`config.mk`:
```
export PLATFORM = sky130hd
export DESIGN_NAME = clock_divider_ctrl
export DESIGN_NICKNAME = d
export VERILOG_FILES = /design/src/rtl/clock_divider_pkg.sv /design/src/rtl/clock_divider_core.sv /design/src/rtl/clock_divider_ctrl.sv
export SDC_FILE = /design/constraint.sdc
export NUM_CORES = 1
export LEC_CHECK = 0
export CAP_MARGIN = 0
export CORE_MARGIN = 5
export CORE_UTILIZATION = 30
export DETAILED_ROUTE_END_ITERATION = 16
export PLACE_DENSITY_LB_ADDON = 0.12
export SLEW_MARGIN = 20
export SYNTH_ARGS = -nofsm -noshare
export SYNTH_HDL_FRONTEND = slang
export SYNTH_HIERARCHICAL = 1
export SYNTH_SLANG_ARGS = --single-unit
```
`constraint.sdc`:
```
create_clock -name clk_in -period 8.2 [get_ports clk_in]
set_clock_uncertainty 0.15 [all_clocks]
set_input_delay 1.64 -clock clk_in [delete_from_list [all_inputs] [get_ports clk_in]]
set_output_delay 1.64 -clock clk_in [all_outputs]
set_load 0.01 [all_outputs]
```
`src/rtl/clock_divider_pkg.sv`:
```
// Shared types for the programmable clock divider: FSM states and divisor width.
package clock_divider_pkg;
  localparam int CNT_W_DEF = 8;

  typedef enum logic [1:0] {
    IDLE = 2'd0,
    RUN  = 2'd1,
    PEND = 2'd2
  } state_t;

  typedef logic [CNT_W_DEF-1:0] div_t;
endpackage

```
`src/rtl/clock_divider_core.sv`:
```
// Loadable half-period down-counter driving a registered toggle flop and rise pulse.
module clock_divider_core
  import clock_divider_pkg::*;
#(
  parameter int CNT_W = CNT_W_DEF
) (
  input  logic             clk_in,
  input  logic             rst_n,
  input  logic             load,
  input  logic [CNT_W-1:0] load_val,
  input  logic             run,
  output logic             clk_out,
  output logic             terminal,
  output logic             rise
);

  logic [CNT_W-1:0] cnt;
  logic [CNT_W-1:0] reload;
  logic             clk_q;
  logic             rise_q;

  assign terminal = (cnt == '0);
  assign clk_out  = clk_q;
  assign rise     = rise_q;

  // A load always restarts a low phase, so a period boundary can never leave a runt pulse.
  always_ff @(posedge clk_in or negedge rst_n) begin
    if (!rst_n) begin
      cnt    <= '0;
      reload <= '0;
      clk_q  <= 1'b0;
      rise_q <= 1'b0;
    end else if (load) begin
      cnt    <= load_val;
      reload <= load_val;
      clk_q  <= 1'b0;
      rise_q <= 1'b0;
    end else if (run) begin
      if (terminal) begin
        cnt    <= reload;
        clk_q  <= ~clk_q;
        rise_q <= ~clk_q;
      end else begin
        cnt    <= cnt - 1'b1;
        rise_q <= 1'b0;
      end
    end else begin
      rise_q <= 1'b0;
    end
  end

endmodule

```
`src/rtl/clock_divider_ctrl.sv`:
```
// Command handshake, FSM and pending-command registers around the divider core.
module clock_divider_ctrl
  import clock_divider_pkg::*;
#(
  parameter int CNT_W       = CNT_W_DEF,
  parameter int DEFAULT_DIV = 2
) (
  input  logic             clk_in,
  input  logic             rst_n,
  input  logic             cfg_valid,
  output logic             cfg_ready,
  input  logic             cfg_en,
  input  logic [CNT_W-1:0] cfg_div,
  output logic             clk_out,
  output logic             tick,
  output logic             busy,
  output logic [CNT_W-1:0] active_div
);

  state_t           state, state_nx;
  logic             accept;
  logic             load;
  logic [CNT_W-1:0] load_val;
  logic             act_load;
  logic             cap_pend;
  logic             pend_en;
  logic [CNT_W-1:0] pend_div;
  logic             terminal;

  assign cfg_ready = (state != PEND);
  assign busy      = (state != IDLE);
  assign accept    = cfg_valid && cfg_ready;

  always_ff @(posedge clk_in or negedge rst_n) begin
    if (!rst_n) begin
      state <= IDLE;
    end else begin
      state <= state_nx;
    end
  end

  // Changes from RUN are parked in PEND until the current period finishes high.
  always_comb begin
    state_nx = state;
    load     = 1'b0;
    load_val = '0;
    act_load = 1'b0;
    cap_pend = 1'b0;
    case (state)
      IDLE: begin
        if (accept && cfg_en) begin
          load     = 1'b1;
          load_val = cfg_div;
          act_load = 1'b1;
          state_nx = RUN;
        end
      end
      RUN: begin
        if (accept) begin
          cap_pend = 1'b1;
          state_nx = PEND;
        end
      end
      PEND: begin
        if (terminal && clk_out) begin
          load = 1'b1;
          if (pend_en) begin
            load_val = pend_div;
            act_load = 1'b1;
            state_nx = RUN;
          end else begin
            state_nx = IDLE;
          end
        end
      end
      default: state_nx = IDLE;
    endcase
  end

  always_ff @(posedge clk_in or negedge rst_n) begin
    if (!rst_n) begin
      active_div <= CNT_W'(DEFAULT_DIV);
      pend_en    <= 1'b0;
      pend_div   <= '0;
    end else begin
      if (act_load) begin
        active_div <= load_val;
      end
      if (cap_pend) begin
        pend_en  <= cfg_en;
        pend_div <= cfg_div;
      end
    end
  end

  clock_divider_core #(
    .CNT_W(CNT_W)
  ) u_core (
    .clk_in   (clk_in),
    .rst_n    (rst_n),
    .load     (load),
    .load_val (load_val),
    .run      (state != IDLE),
    .clk_out  (clk_out),
    .terminal (terminal),
    .rise     (tick)
  );

endmodule
```
# After elaboration in Yosys (flattened, before gate mapping)
# Cells that the tools add are included.
# W data, S select, Z words.
# word_totals
register_bits	37
inputBits	12
out_inout_bits	12
# op_classes
addsub	1
n_eq_ne	6
muxes	26
bitwise	1
reduce_logical	10
# ops
op	count
$mux W8	6
$pmux W8 S2	1
$mux W1	13
$logic_not A8 Y1	1
$ne A2 B2 Y1 const B	4
$sub A8 B1 Y8 const B	1
$mux W2	3
$pmux W2 S3	1
$reduce_bool A2 Y1	3
$pmux W1 S2	2
$logic_and A1 B1 Y1	3
$reduce_and A3 Y1	1
$eq A2 B1 Y1 const B	1
$eq A2 B2 Y1 const B	1
$logic_not A2 Y1	1
$reduce_and A2 Y1	1
$not A1 Y1	1

# Depth between registers and ports, before layout
# Gate-level depths: netlist of the first run.
# logic_depth
ltp_word	7
ltp_mapped	12
ltp_nobuf	10

# Modules after synthesis
# The synthesis of the first run kept the hierarchy.
# modules_own_cells
module	n_inst	cells_each	area_each_um2
clock_divider_core	1	94	958.4
clock_divider_ctrl	1	59	848.3

# Worst setup path after synthesis of the first run
# OpenSTA, ideal clock, no wires.
# synth_timing
path_type	input port to flip-flop
from	input cfg_en
to	register u_core.cnt[6]
setup_time_ps	133
arrival_ps	2910
setup_slack_ps	5007
stages	7
cell_sequence	and4bb_2 > buf_6 > or2_1 > clkbuf_1 > clkbuf_1 > a22oi_1 > o31ai_1
# synth_via
elab_chain_len	4
word_cells_on_any_way	7
cone_classes	mux (5); reduce/logical (2)
# synth_rtl
element	line_no	rtl
start, declared	clock_divider_ctrl.sv:12	input logic cfg_en,
$logic_and A1 B1 Y1 *	clock_divider_ctrl.sv:51	if (accept && cfg_en) begin
$mux W1 *	clock_divider_ctrl.sv:51	
$pmux W1 S2 *	clock_divider_ctrl.sv:49	case (state)
named net load	clock_divider_ctrl.sv:22	logic load;
$mux W8 / $reduce_bool A2 Y1 (equally long branches)	--	
end signal, assigned	clock_divider_core.sv:34	cnt <= load_val;
end signal, assigned	clock_divider_core.sv:40	cnt <= reload;
end signal, assigned	clock_divider_core.sv:44	cnt <= cnt - 1'b1;
end, declared	clock_divider_core.sv:17	logic [CNT_W-1:0] cnt;
# The timed path passes the listed nets; every way through them passes the cells marked *.
# A chain may end at the register's enable or synchronous reset.

# Final worst setup path of the first run
# layout_timing
from	input cfg_valid
to	register u_core.cnt[2]
# layout_via
elab_chain_len	5
word_cells_on_any_way	8
cone_classes	mux (5); reduce/logical (3)
# layout_rtl
element	line_no	rtl
start, declared	clock_divider_ctrl.sv:10	input logic cfg_valid,
$logic_and A1 B1 Y1 *	clock_divider_ctrl.sv:32	assign accept = cfg_valid && cfg_ready;
$logic_and A1 B1 Y1 *	clock_divider_ctrl.sv:51	
$mux W1 *	clock_divider_ctrl.sv:51	
$pmux W1 S2 *	clock_divider_ctrl.sv:49	
named net load	clock_divider_ctrl.sv:22	
$mux W8 / $reduce_bool A2 Y1 (equally long branches)	--	
# Marked as above.

==> results of run 1 <==
synthesized netlist by cell type (all sizes together) (2+ instances only):
| library cell | n | share of area, % |
|---|---|---|
| a21o | 9 | 3.7 |
| a21oi | 8 | 2.8 |
| a22oi | 6 | 2.5 |
| a32o | 8 | 5.0 |
| buf | 4 | 1.7 |
| clkbuf | 4 | 0.83 |
| dfrtp | 36 | 50 |
| ha | 2 | 1.4 |
| inv | 5 | 1.0 |
| mux2 | 15 | 9.3 |
| mux2i | 2 | 1.1 |
| nand2 | 4 | 0.83 |
| nand2b | 4 | 1.4 |
| nand3 | 3 | 0.83 |
| nor2 | 3 | 0.62 |
| nor3 | 2 | 0.55 |
| nor3b | 2 | 0.83 |
| nor4 | 2 | 0.69 |
| o21ai | 11 | 3.3 |
| or2 | 2 | 0.69 |
| or3 | 3 | 1.3 |
| or4 | 2 | 1.0 |
| xor2 | 3 | 1.5 |
through the flow:
step / worst slack [ns] / area [um2] / instances / utilization (%)
after floorplan: 5.01 / 1810 / 153 / -
after detailed placement: 4.14 / 2100 / 245 / 35.7
final: 4.43 / 2180 / 253 / 37.0
after global routing: 4.20 / 2180 / 253 / 37.0
after global placement: 4.21 / 2100 / 245 / 35.7
after CTS: 4.43 / 2180 / 253 / 37.0
registers in the layout (all words and copies together), names as in the netlist:
name / flops
u_core/rise: 1
state: 2
pend_div: 8
pend_en: 1
u_core/clk_out: 1
u_core/reload: 8
active_div: 8
u_core/cnt: 8
area by class of cell:
type	count	area [um2]	share of cell area (%)
sequential	37	927	42.5
tap	75	93.8	4.31
clock buffer	8	80.1	3.67
timing repair buffer	25	245	11.3
multi-input combinational	103	815	37.4
inverter	5	18.8	0.861
worst paths after layout:
| check | from | endpoint | slack [ns] | depth (start not counted) |
|---|---|---|---|---|
| max | cfg_valid | u_core/cnt[2] | 4.43 | 6 |
| min | active_div[5] | active_div[5] | 0.34 | 1 |
| max reg2reg | u_core/cnt[0] | u_core/cnt[2] | 4.58 | 10 |
| min reg2reg | active_div[5] | active_div[5] | 0.34 | 1 |
| max in group asynchronous | rst_n | active_div[1] | 5.92 | 2 |
| min in group asynchronous | rst_n | pend_div[6] | 1.63 | 2 |
layer usage:
layer,share of wire [%],track usage (%),up-vias
li1,-,-,620
met4,0.82,4.18,0
met3,4.5,3.10,2
met5,0,0,-
met2,48,19.0,25
met1,47,15.4,663
logic make-up after synthesis:
group / Yosys count / share of synthesized area, %
xor gates and xnor gates: 3 / 1.45
DFF: 37 / 51.3
AOI/OAI and AO/OA: 48 / 20.1
buffers and inverters: 13 / 3.60
and+or+nand+nor: 33 / 11.7
adders and majority gates: 2 / 1.38
muxes: 17 / 10.5
worst reg2reg max path: cells and delay by family (launching register included):
family / cells / cell delay (ns)
AND/OR/NAND/NOR: 5 / 2.09
adder cells (fa/ha/maj): 1 / 0.23
flip-flops: 1 / 0.44
AO/OA/AOI/OAI: 2 / 0.32
buffers and inverters: 2 / 0.26
report_power, final:
group          switching (mW)  leakage [nW]  total [mW]  internal [mW]
sequential             0.0687         0.470       0.329          0.260
clock                  0.0571        0.0395       0.117         0.0603
combinational           0.160         0.494       0.335          0.175
total                   0.286          1.00       0.782          0.496
==> results.cfg, run 1 <==
[cells_and_area]
finalNetCount = 191
n_antenna_cell = 0
final_cell_mix = 36 x dfrtp_1, 23 x clkdlybuf4s50_1, 15 x mux2_2
fillCellCount = 600
final_common_cell = dfrtp_1
layout-drive-gt1-share_pct = 20.8
synthToLayoutAreaGrowth_pct = 20.6

[floorplanning]
ios = 24
die_y_um = 87.6
die_w_um = 87.6
core_um2 = 5890
rows = 28
dieArea_um2 = 7670
start_util_pct = 30.7

[timing]
fmax_mhz = 266
hold_viol_final = 0
fin_crit_ns = 3.77
finalMaxSlewViolations = 0
worst_slew_pin_slew_ns = 0.699
fin_hold_ws_ns = 0.337
fin_crit_sh_pct = 45.9
relSlewSlack_pct = 53.4
setup_tns_ns = 0
setup-violations-final = 0
rsz0062_at_grt = false

[critical_path]
path_cells = clkdlybuf4s50_1 > and4bb_2 > or2_1 > nor2_1 > a22oi_1 > o21ai_0
crit_arrival_ns = 3.76
crit_family = simple AND/OR/NAND/NOR gates
cpMaxStageDelayCell = or2_1
max_stage_delay_ns = 0.61
worst-path-buf-inv = 1
path_class = input pin to flop
start_kind = input pin
cp-end-kind = flop
crit_fanout = 21
cp.required_ns = 8.19

[synth]
synth_area_um2 = 1810
yosys_register_bits = 37
avgSynthCellArea_um2 = 11.8
postSynth.asyncResetShare_pct = 100
synthCells = 153
mappedNetlistNets = 167
synth_edf_count = 0
synthFlopType = dfrtp_1
yosysWarnings = 6
synth_seq_area_share_pct = 51.3
ys_types = 44

[min_path]
hold_class = flop to flop

[clock_network]
cts_sinks = 37
cts.repair.resized = 0
clockBufferDepth = 2
clockRootBuffer = clkbuf_8
ctsHoldBuffers = 0
clk_latency_ns = 0.28
clk_pin_slew_worst_paths_ns = 0.07
cts_setup_buffers = 0
htreeDepth = 2
cts_buffers = 5
cts_tree = built

[power]
ir_worst_vdd_uv = 129
power_leakage_nw = 1.00
total_power_mw = 0.782
power_density_nw_per_um2 = 359

[routing]
drt_iter0_markers = 55
vias = 1310
routed_via_density = 5.18
wl_per_cell_um = 16.3
drc_errors = 0
final_antenna_net_count = 0
dr.pass1.iters = 4
drt-total-wl_um = 4130

[grt]
antenna_found_initial = 0
grt_overflow = 0
grt_pass1_wl_um = 7030
grt_max_degree = 38
grt_pass1_vias = 1406
grtUsageTotal_pct = 11.8

[outcome]
status = finished clean

[job]
drv_cap = 0

[place]
dp_hpwl_um = 3020
place_congestion = 0.786
io_buffers = 23
No activity file was read; power rests on OpenSTA's default activity.
==> run 2: changes to the inputs <==
==> constraint.sdc (replaced) <==
create_clock -name clk_in -period 3.2 [get_ports clk_in]
set_clock_uncertainty 0.15 [all_clocks]
set_input_delay 0.64 -clock clk_in [delete_from_list [all_inputs] [get_ports clk_in]]
set_output_delay 0.64 -clock clk_in [all_outputs]
set_load 0.01 [all_outputs]
==> run 2 against run 1 <==
Against the previous run:
- global-route usage increased by 0.84 points
- final cell count increased by 0.79%
- die area unchanged
- sequential cell count unchanged
- critical path depth increased by 3
- design area increased by 1.4%
- critical endpoint is now u_core/cnt[3]
- sequential share of layout area decreased by 0.58 points
- largest cell class unchanged
- highest routed layer unchanged
- clock power increased to 2.8 times the previous value
- register-to-register slack got worse by 4.2 ns
==> results.cfg, run 2 (synthesis results as in run 1) <==
[clock_network]
clk_latency_ns = 0.28
cts_sinks = 37
ctsHoldBuffers = 0
clockRootBuffer = clkbuf_8
clk_pin_slew_worst_paths_ns = 0.07
htreeDepth = 2
clockBufferDepth = 2
cts_tree = built
cts_buffers = 5

[critical_path]
path_cells = inv_1 > ha_1 > nor3b_1 > nand2_1 > inv_1 > and4b_2 > or2_1 > nand2b_1 > o221ai_1
critPathMostFrequentCell = inv_1
cpMaxStageDelayCell = dfrtp_1
path_class = flop to flop
max_stage_delay_ns = 0.41
cp.required_ns = 3.19
start_kind = flop
crit_arrival_ns = 2.81
crit_fanout = 10
cp-end-kind = flop

[timing]
fmax_mhz = 354
setup_ws_ns = 0.374
finalMaxSlewViolations = 0
fin_crit_ns = 2.83
fin_crit_sh_pct = 88.3
rsz0062_at_grt = false
worst_slew_pin_slew_ns = 0.555
fin_hold_ws_ns = 0.332
hold_viol_final = 0
setup_tns_ns = 0
setup-violations-final = 0
relSlewSlack_pct = 62.7

[routing]
dr.pass1.iters = 4
drt-total-wl_um = 4390
final_antenna_net_count = 0
routed_via_density = 5.30
drc_errors = 0
wl_per_cell_um = 17.2
vias = 1351
drt_iter0_markers = 71

[place]
pre_cts_slack_ns = 0.284
io_buffers = 23
placed_cell_area_um2 = 2120
place_congestion = 0.845
dp_hpwl_um = 3180

[min_path]
hold_class = flop to flop

[outcome]
status = finished clean

[floorplanning]
dieArea_um2 = 7670
ios = 24
die_y_um = 87.6
rows = 28
core_um2 = 5890
start_util_pct = 30.7
die_w_um = 87.6

[cells_and_area]
synthToLayoutAreaGrowth_pct = 22.3
n_antenna_cell = 0
final_common_cell = dfrtp_1
fillCellCount = 590
final_cell_mix = 36 x dfrtp_1, 23 x clkdlybuf4s50_1, 15 x mux2_2
final_cell_area_um2 = 2210
finalNetCount = 194
layout-drive-gt1-share_pct = 23.3

[power]
power_density_nw_per_um2 = 933
power_leakage_nw = 1.02
ir_worst_vdd_uv = 313
total_power_mw = 2.06

[grt]
grtUsageTotal_pct = 12.7
grt_pass1_wl_um = 7570
antenna_found_initial = 0
grt_overflow = 0
grt_pass1_vias = 1440
grt_max_degree = 38

[job]
drv_cap = 0
## run 2: changes by cell type in the layout (fill, tap and decap cells not counted)
cell	before	now
and4b_1	1	0
and4b_2	0	1
buf_4	2	5
clkbuf_1	3	1
clkbuf_8	5	6
## run 2: stage by stage
| step | instances | util, % |
|---|---|---|
| 2_1_floorplan | 153 | - |
| 3_3_place_gp | 248 | 36.1 |
| 3_5_place_dp | 248 | 36.1 |
| 4_1_cts | 255 | 37.5 |
| 5_1_grt | 255 | 37.5 |
| 6_report | 255 | 37.5 |
## run 2: cell type report
type / count / area, um2 / share of cell area, %
sequential: 37 / 927 / 42.0
multi-input combinational: 103 / 816 / 36.9
timing repair buffer: 28 / 268 / 12.1
tap: 75 / 93.8 / 4.25
clock buffer: 7 / 86.3 / 3.91
inverter: 5 / 18.8 / 0.849
## run 2: where the power goes
group,internal [mW],switching (mW)
logic,0.465,0.424
registers,0.667,0.182
clock network,0.171,0.153
## run 2: what timing repair did
| action | CTS | global route |
|---|---|---|
| endpoints found under the setup margin | 0 | 2 |
| resized for setup | 0 | 1 |
| setup buffers | 0 | 0 |
## run 2: worst paths after layout
path	from	endpoint	slack [ns]	cells after the start
min in group asynchronous	rst_n	active_div[6]	0.64	2
worst min-delay path	active_div[3]	active_div[3]	0.33	1
max in group asynchronous	rst_n	active_div[1]	1.91	2
worst max-delay path	u_core/cnt[0]	u_core/cnt[3]	0.37	9
worst min register to register	active_div[3]	active_div[3]	0.33	1
worst max register to register	u_core/cnt[0]	u_core/cnt[3]	0.37	9
## run 2: per-layer routing
layer | global-route usage, % | wire (um)
met3 | 3.20 | 203
met4 | 3.77 | 34
met2 | 19.6 | 2040
met1 | 17.5 | 2110
met5 | 0 | 0
## run 2: worst max-delay path: cells and delay by family (launching register included)
family | cells | cell delay (ns)
AO/OA/AOI/OAI | 1 | 0.16
AND/OR/NAND/NOR | 5 | 1.49
flip-flops | 1 | 0.41
adder cells (fa/ha/maj) | 1 | 0.23
buffers and inverters | 2 | 0.24
